## src/rtl/seq_detect_pkg.sv

```systemverilog
// Shared types and step logic for the two-ones sequence detector.
// The detector context is a 2-bit state; a hit is the move into S2.
package seq_detect_pkg;

    typedef enum logic [1:0] {S0, S1, S2, S3} state_t;

    function automatic state_t seq_step(input state_t s, input logic b);
        state_t n;
        case (s)
            S0:      n = b ? S1 : S0;
            S1:      n = b ? S2 : S0;
            S2:      n = b ? S3 : S0;
            S3:      n = b ? S3 : S0;
            default: n = S0;
        endcase
        return n;
    endfunction

    function automatic logic is_hit(input state_t n);
        return (n == S2);
    endfunction

endpackage

```

## src/rtl/seq_detect_sched_arb.sv

```systemverilog
// Round-robin arbiter: grants the first eligible requester at or after
// the pointer, then moves the pointer just past the winner.
module rr_arb #(
    parameter int N  = 4,
    parameter int IW = $clog2(N)
) (
    input  logic          clk,
    input  logic          rst_n,
    input  logic [N-1:0]  i_elig,
    output logic [N-1:0]  o_grant,
    output logic [IW-1:0] o_grant_idx,
    output logic          o_grant_vld
);

    localparam logic [IW:0] L_N = (IW+1)'(N);

    logic [IW-1:0] r_ptr;
    logic [N-1:0]  w_rot;
    logic [IW-1:0] w_off;
    logic [IW:0]   w_sum;
    logic [IW-1:0] w_idx;
    logic          w_vld;

    // Rotate requests so the pointer position lands at bit 0.
    always_comb begin
        w_rot = N'({i_elig, i_elig} >> r_ptr);
        w_off = '0;
        w_vld = 1'b0;
        for (int k = N - 1; k >= 0; k--) begin
            if (w_rot[k]) begin
                w_vld = 1'b1;
                w_off = IW'(k);
            end
        end
        w_sum = {1'b0, r_ptr} + {1'b0, w_off};
        if (w_sum >= L_N) begin
            w_sum = w_sum - L_N;
        end
        w_idx = w_sum[IW-1:0];
        o_grant = '0;
        for (int i = 0; i < N; i++) begin
            o_grant[i] = w_vld && (w_idx == IW'(i));
        end
    end

    always_ff @(posedge clk or negedge rst_n) begin
        if (!rst_n) begin
            r_ptr <= '0;
        end else if (w_vld) begin
            r_ptr <= (w_idx == IW'(N - 1)) ? '0 : w_idx + 1'b1;
        end
    end

    assign o_grant_idx = w_idx;
    assign o_grant_vld = w_vld;

endmodule

```

## src/rtl/seq_detect_sched.sv

```systemverilog
// Time-multiplexed two-ones detector: NCH serial streams share one step
// datapath under round-robin arbitration, with per-channel hit counters.
module seq_detect_sched
    import seq_detect_pkg::*;
#(
    parameter int NCH   = 4,
    parameter int CNT_W = 8
) (
    input  logic                    clk,
    input  logic                    rst_n,
    input  logic [NCH-1:0]          bit_valid,
    input  logic [NCH-1:0]          bit_data,
    output logic [NCH-1:0]          bit_ready,
    input  logic [NCH-1:0]          ch_en,
    input  logic [NCH-1:0]          ch_clr,
    output logic                    hit_valid,
    output logic [$clog2(NCH)-1:0]  hit_ch,
    input  logic [$clog2(NCH)-1:0]  cnt_sel,
    output logic [CNT_W-1:0]        cnt_rdata
);

    localparam int IW = $clog2(NCH);

    state_t           r_ctx [NCH];
    logic [CNT_W-1:0] r_cnt [NCH];
    logic             r_hit_valid;
    logic [IW-1:0]    r_hit_ch;

    logic [NCH-1:0]   w_elig;
    logic [NCH-1:0]   w_grant;
    logic [IW-1:0]    w_gidx;
    logic             w_gvld;
    state_t           w_step [NCH];
    logic [NCH-1:0]   w_hit;

    // A clear masks its channel so clear always beats a grant.
    assign w_elig = bit_valid & ch_en & ~ch_clr;

    rr_arb #(
        .N  (NCH),
        .IW (IW)
    ) u_arb (
        .clk         (clk),
        .rst_n       (rst_n),
        .i_elig      (w_elig),
        .o_grant     (w_grant),
        .o_grant_idx (w_gidx),
        .o_grant_vld (w_gvld)
    );

    always_comb begin
        w_hit = '0;
        for (int i = 0; i < NCH; i++) begin
            w_step[i] = seq_step(r_ctx[i], bit_data[i]);
            w_hit[i]  = w_grant[i] & is_hit(w_step[i]);
        end
    end

    always_ff @(posedge clk or negedge rst_n) begin
        if (!rst_n) begin
            for (int i = 0; i < NCH; i++) begin
                r_ctx[i] <= S0;
                r_cnt[i] <= '0;
            end
            r_hit_valid <= 1'b0;
            r_hit_ch    <= '0;
        end else begin
            for (int i = 0; i < NCH; i++) begin
                if (ch_clr[i]) begin
                    r_ctx[i] <= S0;
                    r_cnt[i] <= '0;
                end else if (w_grant[i]) begin
                    r_ctx[i] <= w_step[i];
                    if (w_hit[i] && (r_cnt[i] != '1)) begin
                        r_cnt[i] <= r_cnt[i] + 1'b1;
                    end
                end
            end
            r_hit_valid <= |w_hit;
            if (|w_hit) begin
                r_hit_ch <= w_gidx;
            end
        end
    end

    always_comb begin
        cnt_rdata = '0;
        for (int i = 0; i < NCH; i++) begin
            if (cnt_sel == IW'(i)) begin
                cnt_rdata = r_cnt[i];
            end
        end
    end

    assign bit_ready = w_grant & {NCH{w_gvld}};
    assign hit_valid = r_hit_valid;
    assign hit_ch    = r_hit_ch;

endmodule

```

## config.mk

```make
export PLATFORM = sky130hd
export DESIGN_NAME = seq_detect_sched
export DESIGN_NICKNAME = d
export VERILOG_FILES = /design/src/rtl/seq_detect_pkg.sv /design/src/rtl/seq_detect_sched_arb.sv /design/src/rtl/seq_detect_sched.sv
export SDC_FILE = /design/constraint.sdc
export NUM_CORES = 1
export LEC_CHECK = 0
export ABC_CLOCK_PERIOD_IN_PS = 5000
export BUFFER_PORTS_ARGS = -buffer_cell sky130_fd_sc_hd__buf_2
export CAP_MARGIN = 20
export CORE_ASPECT_RATIO = 0.75
export CORE_MARGIN = 2
export CORE_UTILIZATION = 60
export CTS_CLUSTER_DIAMETER = 30
export DETAILED_ROUTE_END_ITERATION = 10
export GPL_TIMING_DRIVEN = 0
export HOLD_SLACK_MARGIN = 0.02
export PLACE_DENSITY = 0.82
export SLEW_MARGIN = 30
export SYNTH_ARGS = -nofsm -noshare
export SYNTH_HDL_FRONTEND = slang
export SYNTH_SLANG_ARGS = --single-unit
```

## constraint.sdc

```tcl
create_clock -name clk -period 5 [get_ports clk]
set_clock_uncertainty 0.1 [all_clocks]
set_input_delay 0.75 -clock clk [delete_from_list [all_inputs] [get_ports clk]]
set_output_delay 0.75 -clock clk [all_outputs]
set_load 0.05 [all_outputs]
```

==> After elaboration in Yosys (flattened, before gate mapping) <==
Cells that the tools add are included.
{ "classes": {"n_eq_ne": 26, "n_lt_le_gt_ge": 1, "muxes": 50, "add_sub_neg": 7, "n_reduce_logical": 31, "n_shift": 1, "n_bitwise": 8} }
{ "ops": {"columns": ["cell", "n"], "rows": [
  ["8-bit two-way mux", 16],
  ["2-bit two-way mux", 22],
  ["8-bit by 1-bit adder with 8-bit output (second input constant)", 4],
  ["2-bit == test (second input constant)", 16],
  ["8-bit != test (second input constant)", 4],
  ["2-bit case mux with 3 select lines", 4],
  ["2-bit nonzero test", 8],
  ["4-bit bitwise AND", 3],
  ["2-bit by 1-bit == test with 1-bit output (second input constant)", 6],
  ["2-bit zero test", 6],
  ["1-bit logical AND", 8],
  ["1-bit two-way mux", 8],
  ["2-bit AND reduction", 4],
  ["2-bit OR reduction", 4],
  ["8-bit by 2-bit >> shifter with 4-bit output", 1],
  ["1-bit bitwise AND", 4],
  ["4-bit inverter", 1],
  ["4-bit OR reduction", 1],
  ["2-bit by 2-bit adder with 3-bit output", 1],
  ["3-bit >= comparator (second input constant)", 1],
  ["2-bit by 1-bit adder with 2-bit output (second input constant)", 1],
  ["2-bit by 1-bit subtractor with 2-bit output (second input constant)", 1]
]} }
{ "word_totals": {"word_cells": 135, "ff_bits": 45, "inputBits": 20} }

==> Longest topological paths before layout <==
{ "depth": {"ltp_word": 17, "depth_mapped": 14, "ltp_nobuf": 12} }

==> Cells and area by module <==
A second synthesis with hierarchy kept.
{ "unflattened": {"cells_unflattened": 277, "hier_area_um2": 2812.7} }
{ "by_module_without_submodules": {"columns": ["mod", "n_inst", "seq_area_each_um2", "cells_per_inst", "area_per_inst_um2"], "rows": [
  ["seq_detect_sched", 1, 1076.0, 232, 2442.3],
  ["rr_arb", 1, 50.0, 45, 370.4]
]} }

==> Least setup slack after synthesis <==
OpenSTA, ideal clock, no wires.
{ "synth_timing": {"path_kind": "input to output", "startpoint": "input ch_clr[1]", "endpoint": "output bit_ready[0]", "setup_slack_ps": 626, "n_path_buf": 1, "required_time_ps": 4150, "cell_stages": 9, "arrival_ps": 3524, "cell_sequence": "and3b_1 > buf_6 > nor3_1 > a311oi_1 > o211ai_1 > ha_1 > xnor2_1 > xnor2_4 > nor3_1"} }
{ "synth_between": {"elab_chain_len": 13, "word_cells_on_any_way": 18, "cone_classes": "add/sub (2); order compare (1); shift (1); mux (9); bitwise (3); reduce/logical (2)"} }
{ "synth_rtl": {"columns": ["element", "line_no", "text"], "rows": [
  ["start: declaration", "seq_detect_sched.sv:15", "input logic [NCH-1:0] ch_clr,"],
  ["4-bit inverter *", "seq_detect_sched.sv:37", "assign w_elig = bit_valid & ch_en & ~ch_clr;"],
  ["4-bit bitwise AND *", "seq_detect_sched.sv:37", null],
  ["8-bit by 2-bit >> shifter with 4-bit output *", "seq_detect_sched_arb.sv:26", "w_rot = N'({i_elig, i_elig} >> r_ptr);"],
  ["2-bit two-way mux (4 in a row)", "seq_detect_sched_arb.sv:30", "if (w_rot[k]) begin"],
  ["2-bit by 2-bit adder with 3-bit output", "seq_detect_sched_arb.sv:35", "w_sum = {1'b0, r_ptr} + {1'b0, w_off};"],
  ["3-bit >= comparator / 2-bit by 1-bit subtractor with 2-bit output (equally long branches)", "seq_detect_sched_arb.sv:36, seq_detect_sched_arb.sv:37", null],
  ["2-bit two-way mux", "seq_detect_sched_arb.sv:36", "if (w_sum >= L_N) begin"],
  ["2-bit zero test", "seq_detect_sched_arb.sv:42", "o_grant[i] = w_vld && (w_idx == IW'(i));"],
  ["1-bit logical AND", "seq_detect_sched_arb.sv:42", null],
  ["4-bit bitwise AND *", "seq_detect_sched.sv:95", "assign bit_ready = w_grant & {NCH{w_gvld}};"],
  ["end: declaration", "seq_detect_sched.sv:13", "output logic [NCH-1:0] bit_ready,"]
]} }
Mark *: on every way between the ends. The rest lies on a longest branch, timed or not.

==> Worst setup path after layout <==
{ "layout_timing": {"startpoint": "input ch_clr[1]", "endpoint": "output bit_ready[1]"} }
{ "layout_between": {"elab_chain_len": 13, "word_cells_on_any_way": 18, "cone_classes": "add/sub (2); order compare (1); eq/ne (1); shift (1); mux (9); bitwise (3); reduce/logical (1)"} }
{ "layout_rtl": {"columns": ["element", "line_no"], "rows": [
  ["4-bit inverter *", "seq_detect_sched.sv:37"],
  ["4-bit bitwise AND *", "seq_detect_sched.sv:37"],
  ["8-bit by 2-bit >> shifter with 4-bit output *", "seq_detect_sched_arb.sv:26"],
  ["2-bit two-way mux (4 in a row)", "seq_detect_sched_arb.sv:30"],
  ["2-bit by 2-bit adder with 3-bit output", "seq_detect_sched_arb.sv:35"],
  ["3-bit >= comparator / 2-bit by 1-bit subtractor with 2-bit output (equally long branches)", "seq_detect_sched_arb.sv:36, seq_detect_sched_arb.sv:37"],
  ["2-bit two-way mux", "seq_detect_sched_arb.sv:36"],
  ["2-bit by 1-bit == test with 1-bit output", "seq_detect_sched_arb.sv:42"],
  ["1-bit logical AND", "seq_detect_sched_arb.sv:42"],
  ["4-bit bitwise AND *", "seq_detect_sched.sv:95"]
]} }
Marks and branches as above.

==> run metrics <==
reg-to-reg endpoint=r_cnt[12]$_DFFE_PN0P_; Warnings, synthesis=0; net count of the mapped netlist=326; Worst EP arrival=3450 ps; maximum root-to-sink buffer count=2; maximum ir drop on the vdd rail=284 uV; antenna violations before repair=0; register area share after synthesis=37.9%; overall global routing resource usage=27.3%; top flip-flop cell by instance count after synthesis=dfrtp_1; Crit path required time=4150 ps; worst-skew pair later-pin latency=300 ps; async set-reset flop share out of synthesis=100%; most repeated library cell on the critical path=buf_2; cell with the largest stage delay on the worst path=xnor2_1; ratio of cells with drive above 1 in the final layout=19.9%; final critical-path share of the clock period=86.0%; number of maximum-capacitance constraint violations=0; number of remaining DRC errors=0; routed vias=2561; maximum operating frequency=233 MHz; placeable core area=0.00484 sq mm; fraction of synthesized cell area in xor and xnor cells=5.60%; number of filler instances in the final layout=392; TritonCTS clock tree=yes; die footprint=0.00554 sq mm; met1 capacity usage during global routing=40.1%; number of storage elements in the synthesis netlist=45; Worst Path Buf+Inv=3; Routed Antenna Nets=0; highest net fanout along the worst path=10; final setup vio count=0; CTS H-tree lvls=2; post-detailed-routing wire length=7070 um; via count of the first global-routing pass=2429; internal power=665 uW; switching power as a share of total power=45.8%; Rel. slew slack=53.1%; post-detailed-route via-to-cell ratio=6.39; Setup Crit Path Kind=input pin to output port; post-CTS clock slew at the launch and capture registers of the worst setup and hold paths=80 ps; initial cell density of the core=61.3%; mux cell area share after synthesis=11.4%; power density over the cells=372 mW/mm^2; PostCTS Resize Cnt=0; wire per inst=17.6 um; leakage power of the design=0.00140 uW; maximum number of pins on one net before global-route repair=46; post-CTS setup buffer count=0; mean cell area of the mapped netlist=9.87 sq um; setup_tns=0 ps; Die Span Y=64.9 um; Die Wd=85.3 um; Ports=35; maximum single-stage delay on the critical path=580 ps; Yosys cell types=60; count of inserted antenna diode cells=0; # nets final=365; run status=completed; combinational fraction of design power=47.7%; switching pwr=562 uW; First DRT Iteration DRCs=294; simple-gate area share of the yosys netlist=23.8%; synthesis-to-layout area growth=11.0%; RSZ-0062 raised after global routing=no; path category of the worst min-delay check=input pin to async pin; total power consumption of the routed design=1230 uW; Inserted Clock Buffers=5; worst path setup slack after routing=701 ps; post-layout min period=4300 ps; clock tree sinks=45; CP Cell Sequence=buf_2 -> and3b_1 -> buf_6 -> nor3_1 -> a311oi_1 -> o211ai_1 -> ha_1 -> xnor2_1 -> xnor2_4 -> nor2_1 -> buf_2; post-synthesis instance area=0.00297 sq mm; CTS hold repair buffers=0; sequential fraction of design power=33.6%; DR pass1 iterations=5; endpoints failing hold=0; met2 usage in global routing=43.1%; Root Buffer Master=clkbuf_8; synthesized-area fraction occupied by ao, oa, aoi and oai cells=16.5%; Std-Cell Rows=22; clock network fraction of design power=18.7%; endpoint kind of the worst setup timing path=output port; global-route wire length before repair=11900 um; adder and majority cell fraction of the synthesized area=2.11%; Routability Congestion=0.961; Worst R2R Setup Slack=1290 ps; main combinational cell family by area after synthesis=simple AND/OR/NAND/NOR gates; Slew @ Worst Pin=699 ps; port buffer count=32; Final Max Tran Viols=0; routing usage on met3=3.82%; number of cells produced by synthesis=301; worst slack, placed=789 ps; grt ovf=0; start of the worst register-to-register path=u_arb.r_ptr[0]$_DFFE_PN0P_; EDFF count, synth=0; detailed placer's ending HPWL=5210 um; category of the worst setup path launch point=input pin; logic depth of the worst register-to-register path=12; cell family with most CP delay=XOR/XNOR gates; most used routing layer in global routing=met2
[state kept, by name, summed over array words and instances (netlist names)]
name	flops
hit_ch	2
r_cnt	32
u_arb.r_ptr	2
hit_valid	1
r_ctx	8
[final cells by class]
type                    count  area (sq um)  area share, %
clock buffers               5          68.8           2.09
plain buffers              11          52.6           1.59
well taps                  60          75.1           2.28
multi-input cells         238          1770           53.5
inverters                   7          26.3          0.796
flip-flops and latches     45          1130           34.1
clock inverters             3          21.3          0.645
repair buffers             32           163           4.93
[power by group through the flow]
stage,sequential (uW),clock (uW),combinational (uW)
after global placement,417,0,559
after detailed placement,419,0,570
after global routing,416,250,624
after CTS,411,233,577
after floorplan,440,0,418
final,412,230,585
[worst max-delay path by stage]
stage          slack, ps       from           end  depth (start not counted)
2_1_floorplan        630  ch_clr[1]  bit_ready[0]                          9
3_3_place_gp         860  ch_clr[1]  bit_ready[1]                         11
3_5_place_dp         790  ch_clr[1]  bit_ready[1]                         11
4_1_cts              760  ch_clr[1]  bit_ready[1]                         11
5_1_grt              530  ch_clr[1]  bit_ready[1]                         11
6_report             700  ch_clr[1]  bit_ready[1]                         11
[synth_stat cells, types with 3 or more instances]
| cell type | instances | area share [%] |
|---|---|---|
| nor3_1 | 14 | 2.4 |
| a21oi_1 | 19 | 3.2 |
| nand2_1 | 17 | 2.1 |
| buf_2 | 3 | 0.51 |
| nand2b_1 | 3 | 0.63 |
| mux2_1 | 6 | 2.3 |
| clkbuf_1 | 6 | 0.76 |
| nand3_1 | 20 | 3.4 |
| nor2b_1 | 7 | 1.5 |
| o2111ai_1 | 5 | 1.5 |
| and3b_1 | 5 | 1.5 |
| a31oi_1 | 4 | 0.84 |
| or3_1 | 5 | 1.1 |
| nor2_1 | 28 | 3.5 |
| dfrtp_1 | 45 | 38 |
| mux4_2 | 8 | 6.1 |
| inv_1 | 7 | 0.88 |
| o21ai_0 | 10 | 1.7 |
| a21o_1 | 3 | 0.76 |
| a211oi_1 | 5 | 1.3 |
| and3_1 | 4 | 0.84 |
| ha_1 | 5 | 2.1 |
| nand4_1 | 7 | 1.5 |
| and2_1 | 3 | 0.63 |
| mux2i_1 | 5 | 1.7 |
| xnor2_1 | 12 | 3.5 |
[placed cells by master, fill, tap and decap left out, types with 8 or more instances in the layout]
cell      n
nand3_1  20
nor3_1   14
nor2_1   28
mux4_2    8
xnor2_1  12
dfrtp_1  45
nand2_1  17
buf_2    34
o21ai_0  10
a21oi_1  19
[layer usage]
layer	routed length [um]	up-vias
met5	0	-
met4	68	0
met3	526	9
met2	3250	107
met1	3230	1241
li1	-	1204
[per-stage QoR]
stage / instances / area [sq um] / util [%] / hold WS, ps
after floorplan: 301 / 2970 / - / 354
after global placement: 393 / 3210 / 66.2 / 371
after detailed placement: 393 / 3210 / 66.2 / 381
after CTS: 401 / 3300 / 68.1 / 358
after global routing: 401 / 3300 / 68.1 / 391
final: 401 / 3300 / 68.1 / 328
[kinds of logic after synthesis]
| logic type | count (synthesis) |
|---|---|
| AO/OA/AOI/OAI | 67 |
| buffers and inverters | 18 |
| flip-flops | 45 |
| AND/OR/NAND/NOR | 128 |
| XOR/XNOR | 16 |
| multiplexers | 22 |
| adder cells (fa/ha/maj) | 5 |
Power figures use the tool's default switching activity.
